**src/rtl/pong_pkg.sv**
```systemverilog
// Pong game-state enums and default playfield geometry.
package pong_pkg;
    typedef enum logic [1:0] {
        IDLE   = 2'd0,
        SERVE  = 2'd1,
        PLAY   = 2'd2,
        SCORED = 2'd3
    } ball_state_e;

    typedef enum logic {
        DIR_DEC = 1'b0,
        DIR_INC = 1'b1
    } dir_e;

    localparam dir_e DIR_LEFT  = DIR_DEC;
    localparam dir_e DIR_RIGHT = DIR_INC;
    localparam dir_e DIR_UP    = DIR_DEC;
    localparam dir_e DIR_DOWN  = DIR_INC;

    localparam int SCREEN_W_DEF     = 640;
    localparam int SCREEN_H_DEF     = 480;
    localparam int BALL_SIZE_DEF    = 8;
    localparam int SPEED_X_DEF      = 2;
    localparam int SPEED_Y_DEF      = 2;
    localparam int SERVE_FRAMES_DEF = 60;
endpackage

```
**src/rtl/vga_pkg.sv**
```systemverilog
// Display timing widths shared by every sprite-level block.
package vga_pkg;
    localparam int X_POS_W = 10;
    localparam int Y_POS_W = 10;
endpackage

```
**src/rtl/sprite_pkg.sv**
```systemverilog
// Sprite bounding box as seen by the renderer and the collision checkers.
package sprite_pkg;
    typedef struct packed {
        logic [vga_pkg::X_POS_W-1:0] x_pos;
        logic [vga_pkg::Y_POS_W-1:0] y_pos;
        logic [vga_pkg::X_POS_W-1:0] right;
        logic [vga_pkg::Y_POS_W-1:0] bottom;
    } sprite_t;
endpackage

```
**src/rtl/sprite_if.sv**
```systemverilog
// Sprite position bus; master drives the box, renderers/collision checkers observe it.
interface sprite_if;
    sprite_pkg::sprite_t spr;

    modport master (output spr);
    modport slave  (input  spr);
endinterface

```
**src/rtl/ball_axis_step.sv**
```systemverilog
// One-axis position step with edge detect: combinational, no backpressure.
// CLAMP=1 pins the position to the wall on an edge; CLAMP=0 holds it and only flags.
module ball_axis_step #(
    parameter int W     = 10,
    parameter int LIMIT = 632,
    parameter int SPEED = 2,
    parameter bit CLAMP = 1'b1
) (
    input  logic [W-1:0] pos_i,
    input  logic         inc_i,
    output logic [W-1:0] pos_o,
    output logic         edge_o
);
    localparam int            WE      = W + 1;
    localparam logic [W:0]    SPEED_E = WE'(SPEED);
    localparam logic [W:0]    LIMIT_E = WE'(LIMIT);
    localparam logic [W-1:0]  LIMIT_W = W'(LIMIT);

    // One spare bit so pos+SPEED near the top of the range cannot wrap.
    logic [W:0] pos_e;
    logic [W:0] pos_up;
    logic [W:0] pos_dn;

    assign pos_e  = {1'b0, pos_i};
    assign pos_up = pos_e + SPEED_E;
    assign pos_dn = pos_e - SPEED_E;

    always_comb begin
        pos_o  = pos_i;
        edge_o = 1'b0;
        if (inc_i) begin
            if (pos_up >= LIMIT_E) begin
                edge_o = 1'b1;
                if (CLAMP) pos_o = LIMIT_W;
            end else begin
                pos_o = pos_up[W-1:0];
            end
        end else begin
            if (pos_e <= SPEED_E) begin
                edge_o = 1'b1;
                if (CLAMP) pos_o = '0;
            end else begin
                pos_o = pos_dn[W-1:0];
            end
        end
    end
endmodule

```
**src/rtl/ball_motion.sv**
```systemverilog
// Ball mover: idle/serve/play sequencing, wall and paddle reflection, goal pulses.
// Outputs update one cycle after frame_tick_i; no backpressure (collisions are latched until the tick).
module ball_motion
    import pong_pkg::*;
#(
    parameter int SCREEN_W     = SCREEN_W_DEF,
    parameter int SCREEN_H     = SCREEN_H_DEF,
    parameter int BALL_SIZE    = BALL_SIZE_DEF,
    parameter int SPEED_X      = SPEED_X_DEF,
    parameter int SPEED_Y      = SPEED_Y_DEF,
    parameter int SERVE_FRAMES = SERVE_FRAMES_DEF
) (
    input  logic       clk_i,
    input  logic       rst_i,
    input  logic       frame_tick_i,
    input  logic       start_i,
    input  logic       collide_left_i,
    input  logic       collide_right_i,
    sprite_if.master   ball_o,
    output logic       score_left_o,
    output logic       score_right_o,
    output logic [1:0] state_o
);
    localparam int X_W   = vga_pkg::X_POS_W;
    localparam int Y_W   = vga_pkg::Y_POS_W;
    localparam int CNT_W = (SERVE_FRAMES > 1) ? $clog2(SERVE_FRAMES) : 1;

    localparam logic [X_W-1:0]   X_CTR    = X_W'((SCREEN_W - BALL_SIZE) / 2);
    localparam logic [Y_W-1:0]   Y_CTR    = Y_W'((SCREEN_H - BALL_SIZE) / 2);
    localparam logic [X_W-1:0]   BALL_X   = X_W'(BALL_SIZE);
    localparam logic [Y_W-1:0]   BALL_Y   = Y_W'(BALL_SIZE);
    localparam logic [CNT_W-1:0] CNT_LAST = CNT_W'(SERVE_FRAMES - 1);
    localparam sprite_pkg::sprite_t SPR_CTR = '{
        x_pos: X_CTR, y_pos: Y_CTR, right: X_CTR + BALL_X, bottom: Y_CTR + BALL_Y};

    ball_state_e         state_q, state_d;
    sprite_pkg::sprite_t spr_q, spr_d;
    dir_e                dx_q, dx_d, dy_q, dy_d, dx_new;
    logic [CNT_W-1:0]    cnt_q, cnt_d;
    logic                lat_l_q, lat_l_d, lat_r_q, lat_r_d;
    logic                score_l_q, score_l_d, score_r_q, score_r_d;
    logic [X_W-1:0]      x_d, x_step;
    logic [Y_W-1:0]      y_d, y_step;
    logic                hit_l, hit_r, flip_r, flip_l, x_edge, y_edge, goal;

    // A paddle only acts when the ball is heading into it, so a held overlap cannot re-flip.
    assign hit_l  = lat_l_q | collide_left_i;
    assign hit_r  = lat_r_q | collide_right_i;
    assign flip_r = hit_l && (dx_q == DIR_LEFT);
    assign flip_l = hit_r && (dx_q == DIR_RIGHT);
    assign dx_new = flip_r ? DIR_RIGHT : (flip_l ? DIR_LEFT : dx_q);
    assign goal   = x_edge && !(flip_r || flip_l);

    ball_axis_step #(
        .W(X_W), .LIMIT(SCREEN_W - BALL_SIZE), .SPEED(SPEED_X), .CLAMP(1'b0)
    ) u_step_x (
        .pos_i (spr_q.x_pos),
        .inc_i (dx_new),
        .pos_o (x_step),
        .edge_o(x_edge)
    );

    ball_axis_step #(
        .W(Y_W), .LIMIT(SCREEN_H - BALL_SIZE), .SPEED(SPEED_Y), .CLAMP(1'b1)
    ) u_step_y (
        .pos_i (spr_q.y_pos),
        .inc_i (dy_q),
        .pos_o (y_step),
        .edge_o(y_edge)
    );

    always_comb begin
        state_d   = state_q;
        x_d       = spr_q.x_pos;
        y_d       = spr_q.y_pos;
        dx_d      = dx_q;
        dy_d      = dy_q;
        cnt_d     = cnt_q;
        lat_l_d   = frame_tick_i ? 1'b0 : hit_l;
        lat_r_d   = frame_tick_i ? 1'b0 : hit_r;
        score_l_d = 1'b0;
        score_r_d = 1'b0;

        case (state_q)
            IDLE: begin
                if (frame_tick_i && start_i) begin
                    state_d = SERVE;
                    cnt_d   = '0;
                end
            end
            SERVE: begin
                if (frame_tick_i) begin
                    if (cnt_q == CNT_LAST) state_d = PLAY;
                    else                   cnt_d   = cnt_q + 1'b1;
                end
            end
            PLAY: begin
                if (frame_tick_i) begin
                    if (goal) begin
                        state_d   = SCORED;
                        score_l_d = (dx_new == DIR_RIGHT);
                        score_r_d = (dx_new == DIR_LEFT);
                    end else begin
                        x_d  = x_step;
                        dx_d = dx_new;
                        y_d  = y_step;
                        dy_d = y_edge ? ((dy_q == DIR_UP) ? DIR_DOWN : DIR_UP) : dy_q;
                    end
                end
            end
            SCORED: begin
                // Next serve heads toward the player who just conceded.
                state_d = SERVE;
                cnt_d   = '0;
                x_d     = X_CTR;
                y_d     = Y_CTR;
                dx_d    = score_r_q ? DIR_LEFT : DIR_RIGHT;
            end
            default: state_d = IDLE;
        endcase

        spr_d.x_pos  = x_d;
        spr_d.y_pos  = y_d;
        spr_d.right  = x_d + BALL_X;
        spr_d.bottom = y_d + BALL_Y;
    end

    always_ff @(posedge clk_i or posedge rst_i) begin
        if (rst_i) begin
            state_q   <= IDLE;
            spr_q     <= SPR_CTR;
            dx_q      <= DIR_RIGHT;
            dy_q      <= DIR_DOWN;
            cnt_q     <= '0;
            lat_l_q   <= 1'b0;
            lat_r_q   <= 1'b0;
            score_l_q <= 1'b0;
            score_r_q <= 1'b0;
        end else begin
            state_q   <= state_d;
            spr_q     <= spr_d;
            dx_q      <= dx_d;
            dy_q      <= dy_d;
            cnt_q     <= cnt_d;
            lat_l_q   <= lat_l_d;
            lat_r_q   <= lat_r_d;
            score_l_q <= score_l_d;
            score_r_q <= score_r_d;
        end
    end

    assign ball_o.spr    = spr_q;
    assign score_left_o  = score_l_q;
    assign score_right_o = score_r_q;
    assign state_o       = state_q;
endmodule

```
**src/flat_wrapper.sv**
```systemverilog
// flat-port wrapper written by rule: the top's interface ports become plain ports
module ball_motion_flat import pong_pkg::*;
#(
    parameter int SCREEN_W     = SCREEN_W_DEF,
    parameter int SCREEN_H     = SCREEN_H_DEF,
    parameter int BALL_SIZE    = BALL_SIZE_DEF,
    parameter int SPEED_X      = SPEED_X_DEF,
    parameter int SPEED_Y      = SPEED_Y_DEF,
    parameter int SERVE_FRAMES = SERVE_FRAMES_DEF
)
  (clk_i, rst_i, frame_tick_i, start_i, collide_left_i, collide_right_i, score_left_o, score_right_o, state_o, ball_o_spr);
  sprite_if ball_o_i ();
  input  logic clk_i;
  input  logic rst_i;
  input  logic frame_tick_i;
  input  logic start_i;
  input  logic collide_left_i;
  input  logic collide_right_i;
  output logic score_left_o;
  output logic score_right_o;
  output logic [1:0] state_o;
  output wire logic [$bits(ball_o_i.spr)-1:0] ball_o_spr;
  assign ball_o_spr = ball_o_i.spr;
  ball_motion #(.SCREEN_W(SCREEN_W), .SCREEN_H(SCREEN_H), .BALL_SIZE(BALL_SIZE), .SPEED_X(SPEED_X), .SPEED_Y(SPEED_Y), .SERVE_FRAMES(SERVE_FRAMES)) u_core (.clk_i(clk_i), .rst_i(rst_i), .frame_tick_i(frame_tick_i), .start_i(start_i), .collide_left_i(collide_left_i), .collide_right_i(collide_right_i), .ball_o(ball_o_i), .score_left_o(score_left_o), .score_right_o(score_right_o), .state_o(state_o));
endmodule
```
**config.mk**
```make
export PLATFORM = sky130hd
export DESIGN_NAME = ball_motion_flat
export DESIGN_NICKNAME = d
export VERILOG_FILES = /design/src/rtl/pong_pkg.sv /design/src/rtl/vga_pkg.sv /design/src/rtl/sprite_pkg.sv /design/src/rtl/sprite_if.sv /design/src/rtl/ball_axis_step.sv /design/src/rtl/ball_motion.sv /design/src/flat_wrapper.sv
export SDC_FILE = /design/constraint.sdc
export NUM_CORES = 1
export LEC_CHECK = 0
export ABC_AREA = 0
export BUFFER_PORTS_ARGS = -buffer_cell sky130_fd_sc_hd__buf_2
export CAP_MARGIN = 20
export CORE_UTILIZATION = 55
export DETAILED_ROUTE_END_ITERATION = 12
export PLACE_DENSITY_LB_ADDON = 0.15
export SYNTH_ARGS = -nofsm -noshare
export SYNTH_HDL_FRONTEND = slang
export SYNTH_SLANG_ARGS = --single-unit
```
**constraint.sdc**
```tcl
create_clock -name clk_i -period 3.77 [get_ports clk_i]
set_clock_uncertainty 0.05 [all_clocks]
set_input_delay 0.377 -clock clk_i [delete_from_list [all_inputs] [get_ports clk_i]]
set_output_delay 0.377 -clock clk_i [all_outputs]
set_load 0.005 [all_outputs]
```
==> impl_metrics.tcl, run 1 <==
set metrics [dict create \
    post-cts-setup-buffer-count 0 \
    clock.fmax_ghz 0.295 \
    p_sw_w 0.000901 \
    power_leakage_nw 1.64 \
    antenna_found_initial 0 \
    grt-ovfl-total 0 \
    portBuffers 49 \
    final_antenna_net_count 0 \
    syn_avg_cell_area_um2 9.23 \
    seq_area_um2 1220 \
    synth_mux_area_share_pct 0.887 \
    p_int_w 0.00116 \
    outcome "finished, final reports clean" \
    critPathKind "flip-flop to flip-flop" \
    clk_pin_slew_ps 90 \
    hp-class "input pin to flip-flop" \
    p_clk_share_pct 14.5 \
    antenna_cells 0 \
    grt_pass1_vias 2724 \
    ys_seq_elements 48 \
    cp-end-kind "flip-flop" \
    finalMaxSlewViolations 0 \
    fin_crit_ps 3390 \
    finalHoldViolations 0 \
    syn-num-nets 402 \
    synth_fa_ha_area_share_pct 4.97 \
    synth.yosys.seq_area_share_pct 34.7 \
    fp.coreArea_um2 6060 \
    num_vias 3067 \
    p_sw_share_pct 43.7 \
    setup_tns_ps 0 \
    die_width_um 82.1 \
    fillerInstances 539 \
    cap_violations 0 \
    cts_made_buffers 5 \
    peakVddDrop_v 0.000339 \
    finalCritPeriodShare_pct 90.0 \
    synth-async-reset-ratio_pct 100 \
    grt_start_max_net_pins 49 \
    wl_um 8530 \
    start_util_pct 58.2 \
    synth_simple_gate_area_share_pct 24.1 \
    ys_types 91 \
    via_per_inst 6.25 \
    finalNetCount 435 \
    synth_edf_count 0 \
    synth_compound_area_share_pct 23.7 \
    p_comb_share_pct 46.7 \
    wl_per_cell_um 17.4 \
    crit_path_start_kind "flip-flop" \
    area_growth_pct 8.80 \
    final_cell_area_um2 3840 \
    place_area_um2 3730 \
    rsz0062_at_grt "no" \
    dieArea_um2 6740 \
    fin_util_pct 63.3 \
    multi_input_area_um2 2070 \
    cts_tree "done" \
    drc 0 \
    hold_slack_ps 279 \
    grtUsageTotal_pct 26.7 \
    ctsLongestPathBuffers 2 \
    dp_hpwl_um 6240 \
    power_density_nw_per_um2 538 \
    path_max_fanout 8 \
    die_y_um 82.1 \
    critPathArrivalTime_ps 3530 \
    seqPwrFrac_pct 38.8 \
    clkSinkCount 48 \
    max_slew.worst_pin.slew_ps 705 \
    synth_top_family_by_area "simple AND/OR/NAND/NOR gates" \
    cts_resized 0 \
    cts_root_buf "clkbuf_8" \
    std_cell_rows 28 \
    grt_pass1_wl_um 13600 \
    setup_violations 0 \
    drt_iter0_drc 279 \
    synth_xor_area_share_pct 5.21 \
    slew_headroom_pct 52.7 \
    cts_max_level 2 \
    ios 50 \
    dr.pass1.iters 5 \
    syn_inst 382 \
    synth.cell_area_um2 3530 \
    clk-insertion-delay-late_ps 300 \
    drive_gt1_share_pct 26.9 \
    yosysWarnings 0 \
    gp_congestion 0.946 \
    critPathRequiredTime_ps 3900 \
    synthFlopType "dfrtp_1" \
]
## critical path: stages, from the launching register on
cell,delay [ps]
dfstp_2,610
ha_1,340
nand4_1,170
o21a_2,270
or2_4,250
o21ai_0,250
nand2_1,250
a41oi_1,400
ha_1,260
and3_4,200
nand3_2,80
xnor2_1,150
## cells in the mapped netlist, drive strengths merged (6+ instances only)
library cell | instances | area (um2)
nand4 | 10 | 62.6
nand2 | 29 | 111
buf | 21 | 136
xor2 | 9 | 78.8
a21oi | 16 | 95.1
ha | 14 | 175
clkbuf | 7 | 26.3
o21ai | 21 | 105
inv | 18 | 67.6
dfrtp | 30 | 751
xnor2 | 12 | 105
nor2 | 33 | 124
a31oi | 6 | 43.8
nand3 | 20 | 123
or3 | 7 | 48.8
dfstp | 18 | 473
nor3 | 10 | 55.1
## worst paths after layout
path | slack [ps] | to | depth (start not counted) | start
min | 280 | u_core.lat_l_q$_DFF_PP0_ | 3 | collide_left_i
max reg2reg | 380 | u_core.ball_o.spr[19]$_DFF_PP0_ | 11 | flip-flop
min in group asynchronous | 430 | u_core.state_o[0]$_DFFE_PP0P_ | 3 | rst_i
max | 380 | u_core.ball_o.spr[19]$_DFF_PP0_ | 11 | flip-flop
min reg2reg | 480 | u_core.lat_l_q$_DFF_PP0_ | 2 | u_core.lat_l_q$_DFF_PP0_
max in group asynchronous | 2730 | asynchronous set/reset pin | 4 | rst_i
## cell usage in the layout (no fill, tap or decap), drive strengths merged, types with 5 or more instances in the layout
cell / Yosys / layout
a21oi: 16 / 16
ha: 14 / 14
or3: 7 / 7
xor2: 9 / 9
a31oi: 6 / 6
xnor2: 12 / 12
inv: 18 / 18
nor3: 10 / 10
o211ai: 5 / 5
nor2: 33 / 33
and3: 5 / 5
dfrtp: 30 / 30
nand2: 29 / 29
nor4: 5 / 5
a211o: 5 / 5
nand4: 10 / 10
dfstp: 18 / 18
nand2b: 5 / 5
and2: 5 / 5
clkbuf: 7 / 7
buf: 21 / 53
nand3: 20 / 20
o21ai: 21 / 21
o21a: 5 / 5
## what timing repair did
action                                  in CTS  in global routing
hold buffers                                 0                  1
endpoints found under the setup margin       0                  0
hold endpoints to repair                     0                  3
## metrics by stage
step	instances	total power (W)	worst slack (ps)
6_report	491	0.00206	375
3_3_place_gp	481	0.00173	562
4_1_cts	489	0.00206	386
3_5_place_dp	481	0.00175	417
2_1_floorplan	382	0.00151	750
5_1_grt	491	0.00222	170
## layer usage
layer	wire length, um	vias up	track usage, %
met1	3820	1490	37.1
met5	0	-	0
met3	473	14	3.22
li1	-	1459	-
met2	4100	104	43.4
met4	127	0	7.72
## area by class of cell
cell class | instances | share of cell area [%]
Multi-Input combinational cell | 288 | 54.0
Sequential cell | 48 | 31.9
Timing Repair Buffer | 54 | 7.76
Tap cell | 75 | 2.45
Clock buffer | 7 | 1.99
Inverter | 18 | 1.76
Clock inverter | 1 | 0.130
## power by group through the flow
stage,Combinational [W],Sequential (W),Clock (W)
6_report,0.000964,0.000800,0.000299
2_1_floorplan,0.000769,0.000740,0
5_1_grt,0.00107,0.000819,0.000329
4_1_cts,0.000957,0.000795,0.000308
3_3_place_gp,0.000938,0.000796,0
3_5_place_dp,0.000951,0.000804,0
## kinds of logic (layout without fill, tap and decap cells)
family          after synthesis  after routing
flops                        48             48
buf+inv                      46             80
mux                           3              3
compound gates              101            101
xor+xnor                     21             21
fa+ha+maj                    14             14
simple gates                149            149
Note: power is estimated with default switching activity, not from simulation.
==> run 2: changes to the inputs <==
Settings changed: REMOVE_ABC_BUFFERS set to 1.
==> impl_metrics.tcl, run 2 (synthesis gave the netlist of run 1 again) <==
set metrics [dict create \
    via_per_inst 6.22 \
    portBuffers 49 \
    hold_slack_ps 285 \
    fin_util_pct 64.1 \
    gp_congestion 0.973 \
    final_cell_mix "buf_2 (49), nor2_1 (33), dfrtp_1 (30)" \
    area_growth_pct 10.2 \
    fillerInstances 519 \
    drc 0 \
    seq_area_um2 1220 \
    power_density_nw_per_um2 564 \
    outcome "finished, final reports clean" \
    peakVddDrop_v 0.000311 \
    cts_made_buffers 5 \
    grtUsageMet1_pct 38.2 \
    finalHoldViolations 0 \
    crit_path_start_kind "flip-flop" \
    wl_um 8550 \
    post-cts-setup-buffer-count 0 \
    path_max_fanout 12 \
    slowest_stage "dfstp_2" \
    critical_path_buf_inv_count 1 \
    total_power_w 0.00219 \
    crit_path_cell_trace "ha_1 > nand2_1 > o21a_1 > or2_4 > a211o_2 > nand2_2 > a21oi_2 > o32ai_4 > inv_2 > ha_1 > nand4_1 > xnor2_1" \
    place_area_um2 3720 \
    finalCritPeriodShare_pct 88.5 \
    grt_most_used_layer "met2" \
    multi_input_area_um2 2070 \
    clk-insertion-delay-late_ps 300 \
    dr.pass1.iters 4 \
    fp.coreArea_um2 6060 \
    grt-ovfl-total 0 \
    cts_max_level 2 \
    finalMaxSlewViolations 0 \
    die_width_um 82.1 \
    grt_pass1_wl_um 13800 \
    grt_pass1_vias 2774 \
    grt_start_max_net_pins 49 \
    cp-end-kind "flip-flop" \
    cts_root_buf "clkbuf_8" \
    start_util_pct 58.2 \
    clkSinkCount 48 \
    hp-class "input pin to flip-flop" \
    max_slew.worst_pin.slew_ps 743 \
    ios 50 \
    finalNetCount 434 \
    clk_pin_slew_ps 90 \
    drive_gt1_share_pct 27.2 \
    die_y_um 82.1 \
    antenna_cells 0 \
    grtUsageTotal_pct 27.1 \
    met3_usage_pct 4.11 \
    cts_resized 0 \
    final_antenna_net_count 0 \
    critPathRequiredTime_ps 3950 \
    wl_per_cell_um 17.4 \
    dp_hpwl_um 6240 \
    dieArea_um2 6740 \
    critPathArrivalTime_ps 3520 \
    cpMostUsedCell "ha_1" \
    slew_headroom_pct 50.1 \
    std_cell_rows 28 \
    drt_iter0_drc 217 \
    critPathTopFamily "compound AO/OA/AOI/OAI gates" \
    ctsLongestPathBuffers 2 \
    critPathKind "flip-flop to flip-flop" \
    clock.fmax_ghz 0.300 \
    fin_crit_ps 3340 \
    critPathMaxStageDelay_ps 590 \
    setup_tns_ps 0 \
    num_vias 3050 \
    antenna_found_initial 0 \
    mostFrequentLayoutCell "buf_2" \
    use_met2_pct 44.2 \
    final_cell_area_um2 3890 \
    cts_tree "done" \
    cap_violations 0 \
    power_leakage_nw 1.66 \
    rsz0062_at_grt "no" \
    setup_violations 0 \
]
run 2: cell type report:
type / instances / area share [%]
multi-input cells: 288 / 53.3
flip-flops and latches: 48 / 31.5
repair buffers: 53 / 7.47
well taps: 75 / 2.41
clock buffers: 5 / 1.77
clock inverters: 3 / 1.77
inverters: 18 / 1.74
run 2: final timing paths:
check	slack, ps	cells past startpoint	from	to
worst min register to register	480	2	u_core.lat_r_q$_DFF_PP0_	u_core.lat_r_q$_DFF_PP0_
min in group asynchronous	420	3	rst_i	u_core.ball_o.spr[9]$_DFF_PP0_
max in group asynchronous	2740	4	rst_i	u_core.ball_o.spr[18]$_DFF_PP1_
worst min-delay path	280	3	collide_right_i	u_core.lat_r_q$_DFF_PP0_
worst max-delay path	430	12	flip-flop	u_core.ball_o.spr[9]$_DFF_PP0_
worst max register to register	430	12	flip-flop	u_core.ball_o.spr[9]$_DFF_PP0_
run 2: through the flow:
step                setup WS, ps  cells
finish                       433    490
detailed placement           451    480
global route                 224    490
global placement             590    480
floorplan                    763    354
CTS                          452    488
run 2: routing by layer:
layer | share of wire [%] | up-vias
met3 | 7.5 | 19
met1 | 43 | 1432
li1 | - | 1454
met4 | 1.6 | 0
met5 | 0 | -
met2 | 48 | 145
run 2: power breakdown:
group / total [W] / leakage (nW) / switching (W) / internal (W)
Combinational: 0.000956 / 0.997 / 0.000576 / 0.000381
Clock: 0.000442 / 0.0687 / 0.000175 / 0.000267
Sequential: 0.000794 / 0.596 / 0.000150 / 0.000645
Total: 0.00219 / 1.66 / 0.000901 / 0.00129
run 2: what timing repair did:
| item | in CTS | in global routing |
|---|---|---|
| hold buffers | 0 | 1 |
| endpoints found under the hold margin | 0 | 2 |
| endpoints found under the setup margin | 0 | 0 |
run 2: worst reg2reg max path, stage by stage (launching register included):
cell and delay, ps:
dfstp_2 590, ha_1 320, nand2_1 200, o21a_1 250
or2_4 250, a211o_2 400, nand2_2 240, a21oi_2 80
o32ai_4 350, inv_2 70, ha_1 240, nand4_1 100
xnor2_1 130
==> run 3: changes to the inputs <==
Settings changed: CORE_UTILIZATION 55 to 53.
==> impl_metrics.tcl, run 3 (synthesis gave the netlist of run 1 again) <==
set metrics [dict create \
    critPathArrivalTime_ps 3560 \
    crit_path_cell_trace "ha_1 > nand2_1 > o21a_1 > or2_4 > a211o_2 > nand2_2 > a21oi_2 > o32ai_4 > inv_2 > ha_1 > nand4_1 > xnor2_1" \
    met3WireLength_um 563 \
    grt_start_max_net_pins 49 \
    dp_hpwl_um 6270 \
    hold_end "u_core.lat_r_q$_DFF_PP0_" \
    grt_pass1_vias 2962 \
    clk-insertion-delay-late_ps 310 \
    finalMaxSlewViolations 0 \
    critPathRequiredTime_ps 3950 \
    fin_cells 492 \
    placed_cells 482 \
    fillerInstances 575 \
    setup_violations 0 \
    finalNetCount 434 \
    rsz0062_at_grt "no" \
    clock.fmax_ghz 0.296 \
    antenna_cells 0 \
    post-cts-setup-buffer-count 0 \
    clk_pin_slew_ps 90 \
    power_leakage_nw 1.65 \
    final_cell_mix "buf_2 (49), nor2_1 (33), dfrtp_1 (30)" \
    mostFrequentLayoutCell "buf_2" \
    cts_max_level 2 \
    reg2reg_to "u_core.ball_o.spr[9]$_DFF_PP0_" \
    wl_met2_um 4130 \
    drt_iter0_drc 166 \
    slew_headroom_pct 57.1 \
    min_from "collide_right_i" \
    wl_um 8700 \
    grtUsageTotal_pct 25.9 \
    crit_path_start_kind "flip-flop" \
    gp_congestion 0.957 \
    cp-end-kind "flip-flop" \
    cpMostUsedCell "ha_1" \
    start_util_pct 55.2 \
    cap_violations 0 \
    cts_root_buf "clkbuf_8" \
    top_layer "met4" \
    num_vias 3065 \
    critPathMaxStageDelay_ps 600 \
    met1_length_um 3850 \
    antenna_found_initial 0 \
    die_width_um 83.6 \
    finalCritPeriodShare_pct 89.7 \
    critPathKind "flip-flop to flip-flop" \
    power_density_nw_per_um2 557 \
    drive_gt1_share_pct 27.2 \
    slowest_stage "dfstp_2" \
    area_growth_pct 9.61 \
    fp.coreArea_um2 6390 \
    wl_per_cell_um 17.7 \
    std_cell_rows 29 \
    dieArea_um2 6980 \
    cts_resized 0 \
    clkSinkCount 48 \
    finalHoldViolations 0 \
    cts_made_buffers 5 \
    drc 0 \
    ctsLongestPathBuffers 2 \
    cts_tree "done" \
    rrSetupSlack_ps 390 \
    via_per_inst 6.23 \
    grt_pass1_wl_um 14600 \
    peakVddDrop_v 0.000387 \
    final_antenna_net_count 0 \
    hp-class "input pin to flip-flop" \
    hold_depth 3 \
    path_max_fanout 12 \
    outcome "finished, final reports clean" \
    dr.pass1.iters 5 \
    max_slew.worst_pin.slew_ps 642 \
    r2r_cells 12 \
    grt-ovfl-total 0 \
    die_y_um 83.6 \
    setup_tns_ps 0 \
    ios 50 \
    fin_crit_ps 3380 \
    portBuffers 49 \
]
run 3: cell types whose count changed in the layout (fill, tap and decap cells not counted):
cell	change
clkinvlp_4	+1
bufinv_16	-1
run 3: routing by layer:
layer | global-route usage, % | vias up
li1 | - | 1457
met1 | 35.4 | 1460
met2 | 41.6 | 132
met3 | 4.95 | 16
met4 | 8.17 | 0
met5 | 0 | -
run 3: layout make-up:
class | instances | area, um2 | area share, %
repair buffers | 53 | 290 | 7.51
multi-input cells | 288 | 2070 | 53.6
inverters | 18 | 67.6 | 1.75
well taps | 77 | 96.3 | 2.49
flip-flops and latches | 48 | 1220 | 31.7
clock inverters | 3 | 46.3 | 1.20
clock buffers | 5 | 68.8 | 1.78
run 3: worst max-delay path by stage:
stage / startpoint / endpoint / slack [ps] / cells after the start
5_1_grt: flip-flop / u_core.ball_o.spr[7]$_DFF_PP1_ / 150 / 12
2_1_floorplan: flip-flop / u_core.ball_o.spr[9]$_DFF_PP0_ / 760 / 12
4_1_cts: flip-flop / u_core.ball_o.spr[7]$_DFF_PP1_ / 420 / 12
3_5_place_dp: flip-flop / u_core.ball_o.spr[19]$_DFF_PP0_ / 450 / 11
6_report: flip-flop / u_core.ball_o.spr[9]$_DFF_PP0_ / 390 / 12
3_3_place_gp: flip-flop / u_core.ball_o.spr[9]$_DFF_PP0_ / 590 / 12
run 3: where the power goes:
part           internal, W  switching (W)  leakage [nW]
clock             0.000200       0.000188        0.0548
sequential        0.000645       0.000162         0.596
combinational     0.000381       0.000576         0.997
total              0.00123       0.000926          1.65
run 3: metrics by stage:
stage	total power [W]	cell area [um2]	utilization, %	setup slack, ps	hold WS (ps)
finish	0.00215	3870	60.5	388	277
global route	0.00230	3870	60.5	151	314
CTS	0.00215	3840	60.1	418	273
detailed placement	0.00176	3720	58.3	455	460
global placement	0.00174	3720	58.3	586	440
floorplan	0.00144	3360	-	763	393
run 3: repair_timing:
item                       4_1_cts  5_1_grt
hold endpoints to repair         0        2
hold buffers                     0        1
setup endpoints to repair        0        0
run 3: critical path, delay by kind of cell, from the launching register on:
kind	cells	cell delay, ps
flip-flops	1	600
adder cells (fa/ha/maj)	2	580
AND/OR/NAND/NOR	4	800
XOR/XNOR	1	120
buffers and inverters	1	70
AO/OA/AOI/OAI	4	1070
